==> config.mk <==
export PLATFORM = sky130hd
export DESIGN_NAME = result_writeback_unit
export DESIGN_NICKNAME = d
export VERILOG_FILES = /design/src/rtl/wb_pkg.sv /design/src/rtl/result_fifo.sv /design/src/rtl/result_writeback_unit.sv
export SDC_FILE = /design/constraint.sdc
export NUM_CORES = 1
export LEC_CHECK = 0
export ABC_CLOCK_PERIOD_IN_PS = 9700
export BUFFER_PORTS_ARGS = -buffer_cell sky130_fd_sc_hd__buf_2
export CAP_MARGIN = 20
export CORE_MARGIN = 2
export CORE_UTILIZATION = 52
export DETAILED_ROUTE_END_ITERATION = 12
export PLACE_DENSITY = 0.75
export SLEW_MARGIN = 20
export SYNTH_ARGS = -nofsm -noshare
export SYNTH_HDL_FRONTEND = slang
export SYNTH_SLANG_ARGS = --single-unit
==> constraint.sdc <==
create_clock -name clk -period 9.7 [get_ports clk]
set_clock_uncertainty 0.15 [all_clocks]
set_input_delay 1.455 -clock clk [delete_from_list [all_inputs] [get_ports clk]]
set_output_delay 1.455 -clock clk [all_outputs]
set_load 0.03 [all_outputs]
==> src/rtl/wb_pkg.sv <==
// Shared types for the result writeback unit. With WB_SKIP_INACTIVE_EN defined,
// each buffered vector also carries its per-element write mask.
package wb_pkg;

    localparam int WB_DATA_WIDTH = 16;
    localparam int WB_NUM_UNITS  = 4;
    localparam int WB_ADDR_WIDTH = 8;
    localparam int VEC_W         = WB_NUM_UNITS * WB_DATA_WIDTH;

    typedef enum logic [1:0] {
        IDLE,
        LOAD,
        WRITE
    } state_t;

    typedef struct packed {
        logic [VEC_W-1:0]         data;
        logic [WB_ADDR_WIDTH-1:0] base;
`ifdef WB_SKIP_INACTIVE_EN
        logic [WB_NUM_UNITS-1:0]  mask;
`endif
    } wb_entry_t;

endpackage

==> src/rtl/result_fifo.sv <==
// Circular FIFO for captured result vectors; a push while full is accepted
// only when a pop happens in the same cycle. DEPTH must be a power of two.
module result_fifo #(
    parameter int WIDTH = 8,
    parameter int DEPTH = 2
) (
    input  logic             clk,
    input  logic             reset,
    input  logic             push,
    input  logic             pop,
    input  logic [WIDTH-1:0] wdata,
    output logic [WIDTH-1:0] rdata,
    output logic             full,
    output logic             empty
);

    localparam int PTR_W = (DEPTH > 1) ? $clog2(DEPTH) : 1;

    logic [WIDTH-1:0] mem [DEPTH];
    logic [PTR_W-1:0] wr_ptr;
    logic [PTR_W-1:0] rd_ptr;
    logic [PTR_W:0]   count;
    logic             do_push;
    logic             do_pop;

    assign full    = (count == (PTR_W+1)'(DEPTH));
    assign empty   = (count == '0);
    assign do_pop  = pop && !empty;
    assign do_push = push && (!full || do_pop);
    assign rdata   = mem[rd_ptr];

    always_ff @(posedge clk) begin
        if (do_push) begin
            mem[wr_ptr] <= wdata;
        end
    end

    // Pointers wrap naturally because DEPTH is a power of two.
    always_ff @(posedge clk or negedge reset) begin
        if (!reset) begin
            wr_ptr <= '0;
            rd_ptr <= '0;
            count  <= '0;
        end else begin
            if (do_push) begin
                wr_ptr <= wr_ptr + PTR_W'(1);
            end
            if (do_pop) begin
                rd_ptr <= rd_ptr + PTR_W'(1);
            end
            count <= count + (PTR_W+1)'(do_push) - (PTR_W+1)'(do_pop);
        end
    end

endmodule

==> src/rtl/result_writeback_unit.sv <==
// Buffers finished result vectors and streams them element by element onto a
// valid/ready memory write port. Option WB_SKIP_INACTIVE_EN skips masked-off elements.
module result_writeback_unit
    import wb_pkg::*;
#(
    parameter int DATA_WIDTH = WB_DATA_WIDTH,
    parameter int NUM_UNITS  = WB_NUM_UNITS,
    parameter int ADDR_WIDTH = WB_ADDR_WIDTH,
    parameter int FIFO_DEPTH = 2
) (
    input  logic                            clk,
    input  logic                            reset,
    input  logic                            res_valid,
    input  logic [NUM_UNITS*DATA_WIDTH-1:0] res_data,
    input  logic [ADDR_WIDTH-1:0]           base_addr,
    input  logic [NUM_UNITS-1:0]            active_units,
    output logic                            mem_wr_valid,
    output logic [ADDR_WIDTH-1:0]           mem_wr_addr,
    output logic [DATA_WIDTH-1:0]           mem_wr_data,
    input  logic                            mem_wr_ready,
    output logic                            vec_done,
    output logic                            res_overflow,
    output logic                            busy,
    output logic [15:0]                     vec_count
);

    localparam int               IDX_W    = (NUM_UNITS > 1) ? $clog2(NUM_UNITS) : 1;
    localparam logic [IDX_W-1:0] LAST_IDX = IDX_W'(NUM_UNITS - 1);

    state_t           state;
    state_t           next_state;
    wb_entry_t        push_entry;
    wb_entry_t        head_entry;
    wb_entry_t        work;
    logic [IDX_W-1:0] idx;
    logic [IDX_W-1:0] next_idx;
    logic             fifo_full;
    logic             fifo_empty;
    logic             pop;
    logic             retire;

    always_comb begin
        push_entry      = '0;
        push_entry.data = res_data;
        push_entry.base = base_addr;
`ifdef WB_SKIP_INACTIVE_EN
        push_entry.mask = active_units;
`endif
    end

    result_fifo #(
        .WIDTH ($bits(wb_entry_t)),
        .DEPTH (FIFO_DEPTH)
    ) u_fifo (
        .clk   (clk),
        .reset (reset),
        .push  (res_valid),
        .pop   (pop),
        .wdata (push_entry),
        .rdata (head_entry),
        .full  (fifo_full),
        .empty (fifo_empty)
    );

`ifdef WB_SKIP_INACTIVE_EN
    logic             first_found;
    logic             next_found;
    logic [IDX_W-1:0] first_idx;
    logic [IDX_W-1:0] next_active;

    // Lowest active element of the head vector, and next active element after idx.
    always_comb begin
        first_found = 1'b0;
        first_idx   = '0;
        next_found  = 1'b0;
        next_active = '0;
        for (int i = NUM_UNITS - 1; i >= 0; i--) begin
            if (head_entry.mask[i]) begin
                first_found = 1'b1;
                first_idx   = IDX_W'(i);
            end
            if (work.mask[i] && (i > int'(idx))) begin
                next_found  = 1'b1;
                next_active = IDX_W'(i);
            end
        end
    end
`else
    logic unused_active_units;
    assign unused_active_units = ^active_units;
`endif

    always_comb begin
        next_state = state;
        next_idx   = idx;
        pop        = 1'b0;
        retire     = 1'b0;
        unique case (state)
            IDLE: begin
                if (!fifo_empty) begin
                    next_state = LOAD;
                end
            end
            LOAD: begin
                pop = 1'b1;
`ifdef WB_SKIP_INACTIVE_EN
                if (first_found) begin
                    next_idx   = first_idx;
                    next_state = WRITE;
                end else begin
                    next_idx   = '0;
                    retire     = 1'b1;
                    next_state = IDLE;
                end
`else
                next_idx   = '0;
                next_state = WRITE;
`endif
            end
            WRITE: begin
                if (mem_wr_ready) begin
`ifdef WB_SKIP_INACTIVE_EN
                    if (next_found) begin
                        next_idx = next_active;
                    end else begin
                        next_idx   = '0;
                        retire     = 1'b1;
                        next_state = fifo_empty ? IDLE : LOAD;
                    end
`else
                    if (idx != LAST_IDX) begin
                        next_idx = idx + IDX_W'(1);
                    end else begin
                        next_idx   = '0;
                        retire     = 1'b1;
                        next_state = fifo_empty ? IDLE : LOAD;
                    end
`endif
                end
            end
            default: begin
                next_state = IDLE;
            end
        endcase
    end

    // Address is base+idx so skipped elements still consume their slot.
    assign mem_wr_valid = (state == WRITE);
    assign mem_wr_addr  = work.base + ADDR_WIDTH'(idx);
    assign mem_wr_data  = work.data[int'(idx)*DATA_WIDTH +: DATA_WIDTH];
    assign busy         = (state != IDLE) || !fifo_empty;

    always_ff @(posedge clk or negedge reset) begin
        if (!reset) begin
            state        <= IDLE;
            work         <= '0;
            idx          <= '0;
            vec_done     <= 1'b0;
            res_overflow <= 1'b0;
            vec_count    <= '0;
        end else begin
            state        <= next_state;
            idx          <= next_idx;
            vec_done     <= retire;
            res_overflow <= res_valid && fifo_full && !pop;
            if (pop) begin
                work <= head_entry;
            end
            if (retire) begin
                vec_count <= vec_count + 16'd1;
            end
        end
    end

endmodule

==> out/results.ini <==
[global_routing]
grtUsageTotal_pct = 18.21
grt_max_degree = 125
grt_first_pass_wirelength_mm = 27.95
antenna_found_initial = 1
overflow = 0
grt_pass1_vias = 5572

[detailed_routing]
drtPass1Iterations = 4
routedWlPerCell_um = 17.38
final_antenna_net_count = 0
drcViolationCount = 0
wirelength_mm = 17.00
dr.first_iter.drc_count = 235
routed_via_density = 5.319
vias = 5202

[sta]
period_needed_ns = 4.414
period_share_pct = 45.50
finalSetupViolations = 0
hold_viol = 0
max_freq_mhz = 226.6
whs_ns = 0.3267
tns_ns = 0
report.final.slew_viol_count = 0
relSlewSlack_pct = 28.48
rsz0062_at_grt = false
tightest_slew_ns = 1.073

[floorplan]
ioPinCount = 124
start_util_pct = 52.51
die_x_um = 138.2
dieArea_sq_mm = 0.01911
rows = 49
core_sq_mm = 0.01784
die_height_um = 138.2

[worst_setup_path]
r2r_setup_slack_ns = 7.17
rr_worst_depth = 5
startpoint_type = flip-flop
r2r-start = idx[1]$_DFFE_PN0P_
required_ns = 8.10
r2r-end = vec_count[11]$_DFFE_PN0P_
arrival_ns = 2.81
crit_fanout = 21
crit_type = reg2out
end_kind = primary output

[pwr]
vdd_drop_max_mv = 0.2131
powerDensity_mw_per_mm2 = 320.9
power.leakage_nw = 4.689

[yosys]
syn_inst = 608
ys_types = 38
syn-num-nets = 693
yosysSeqAreaShare_pct = 72.33
synth_ff_type = edfxtp_1
synth_area_sq_mm = 0.009369
synth-warning-count = 0
synth_area_per_cell_sq_um = 15.41
async_flop_share_pct = 40.50
synth_edf_count = 144
yosys_register_bits = 242

[cells_and_area]
area_growth_pct = 17.45
design_area_sq_mm = 0.01100
nets = 816
fin_util_pct = 61.68
drive_above_1_share_pct = 25.00
finalNonFillerCells = 978

[cts]
cts_tree = built
htree_levels = 1
cts_buffers = 25
clock_latency_ns = 0.50
clkTransAtPathRegs_ns = 0.06
clockRootBuffer = clkbuf_16
cts.repair.resized = 0
cts_setup_buffers = 0
cts_hold_buf = 0
cts_sinks = 242
clockBufferDepth = 3

[min_path]
hold_depth = 2
min_to = work[43]$_DFFE_PN0N_
hold_start = work[43]$_DFFE_PN0N_
min_path_type = reg2reg

[place]
placed_cells = 932
finalWeightedCongestion = 0.7687
post_dp_cell_area_sq_mm = 0.01015
io_buffers = 119
dpl.hpwl_mm = 10.88

[status]
status = finished clean

[run]
maxCapViolCount = 0

[kinds of logic (layout without fill, tap and decap cells)]
family          after synthesis  count (layout)  share of synthesized area, %
buf+inv                      36             176                         2.043
simple gates                130             130                         6.490
compound gates               83              83                         4.594
xor+xnor                     23              23                         2.150
fa+ha+maj                     5               5                        0.7479
mux                          89              89                         11.65
other cells                   0               1                             0
flops                       242             242                         72.33
[placed cells by master, fill, tap and decap left out, types with 2 or more instances in the layout]
cell / n
o21ai_0: 73
clkbuf_1: 6
a22o_1: 2
nor2_1: 10
nand2_1: 89
nor3_4: 2
clkbuf_8: 4
and4_1: 2
clkinv_1: 2
xnor2_1: 16
clkinvlp_4: 2
ha_1: 4
buf_2: 118
edfxtp_1: 144
a21oi_1: 3
clkinv_2: 2
a21o_1: 2
xor2_1: 7
nor2_4: 2
nand4_1: 5
bufinv_16: 3
inv_1: 5
nand3_1: 7
buf_4: 7
nand2b_1: 2
and3_1: 2
dfrtp_1: 97
mux2i_1: 73
o21ai_1: 2
clkbuf_16: 25
mux4_2: 16
[stage by stage]
stage	setup slack (ns)	power, mW
6_report	5.286	3.531
5_1_grt	5.074	3.728
4_1_cts	5.196	3.572
3_5_place_dp	5.747	2.613
3_3_place_gp	5.852	2.567
2_1_floorplan	4.477	2.340
[where the power goes]
| part | internal, mW | leakage, nW | switching (mW) |
|---|---|---|---|
| combinational | 0.375 | 1.70 | 0.618 |
| clock | 0.582 | 0.398 | 0.363 |
| sequential | 1.43 | 2.59 | 0.163 |
| total | 2.39 | 4.69 | 1.14 |
[critical path, stage by stage (launching register included)]
cell and delay [ns]:
dfrtp_1 1.04, inv_1 0.15, fa_1 0.50, and3b_1 0.25
xor2_1 0.14, buf_2 0.21
[registers in the layout (all words and copies together) (netlist names)]
register and count:
u_fifo.wr_ptr 1, work 72, vec_count 16, u_fifo.rd_ptr 1, state 2, idx 2, u_fifo.count 2, u_fifo.mem 144
res_overflow 1, vec_done 1
[synthesized netlist by cell type (2+ instances only)]
cell / instances / area (sq um)
nor3_4: 2 / 32.53
xnor2_1: 16 / 140.1
buf_4: 2 / 15.01
clkbuf_1: 6 / 22.52
buf_2: 19 / 95.09
nand3_1: 7 / 35.03
mux2i_1: 73 / 730.7
nand2b_1: 2 / 12.51
buf_6: 2 / 22.52
o21ai_0: 73 / 365.4
a21oi_1: 3 / 15.01
o21ai_1: 2 / 10.01
dfrtp_1: 98 / 2452
edfxtp_1: 144 / 4324
inv_1: 5 / 18.77
a21o_1: 2 / 15.01
nand4_1: 5 / 31.28
and4_1: 2 / 17.52
a22o_1: 2 / 17.52
nor2_1: 12 / 45.04
mux4_2: 16 / 360.4
xor2_1: 7 / 61.31
ha_1: 4 / 50.05
and3_1: 2 / 12.51
nand2_1: 89 / 334.1
[per-layer routing]
layer / track usage, % / wire, um / up-vias
met3: 3.395 / 773 / 27
met4: 4.296 / 338 / 2
met5: 0 / 13 / -
met2: 33.04 / 8868 / 123
li1: - / - / 2456
met1: 22.85 / 7005 / 2594
[layout make-up]
cell class                 instances  area (sq um)
clock buffer                      35         703.2
sequential                       242          6780
clock inverter                     9         122.6
inverter                           6         22.52
multi-input combinational        330          2416
timing repair buffer             126         670.6
tap                              229         286.5
antenna                            1         2.502
fill                            1366          6837
[worst max-delay path by stage]
stage,start,endpoint,slack (ns),depth (start not counted)
3_5_place_dp,idx[1]$_DFFE_PN0P_,mem_wr_addr[6],5.75,5
6_report,idx[1]$_DFFE_PN0P_,mem_wr_addr[6],5.29,5
4_1_cts,idx[1]$_DFFE_PN0P_,mem_wr_addr[6],5.20,5
2_1_floorplan,res_valid,u_fifo.mem[0][0]$_DFFE_PP_,4.48,2
5_1_grt,idx[1]$_DFFE_PN0P_,mem_wr_addr[6],5.07,5
3_3_place_gp,idx[1]$_DFFE_PN0P_,mem_wr_addr[6],5.85,5
(Power assumes the default switching activity.)
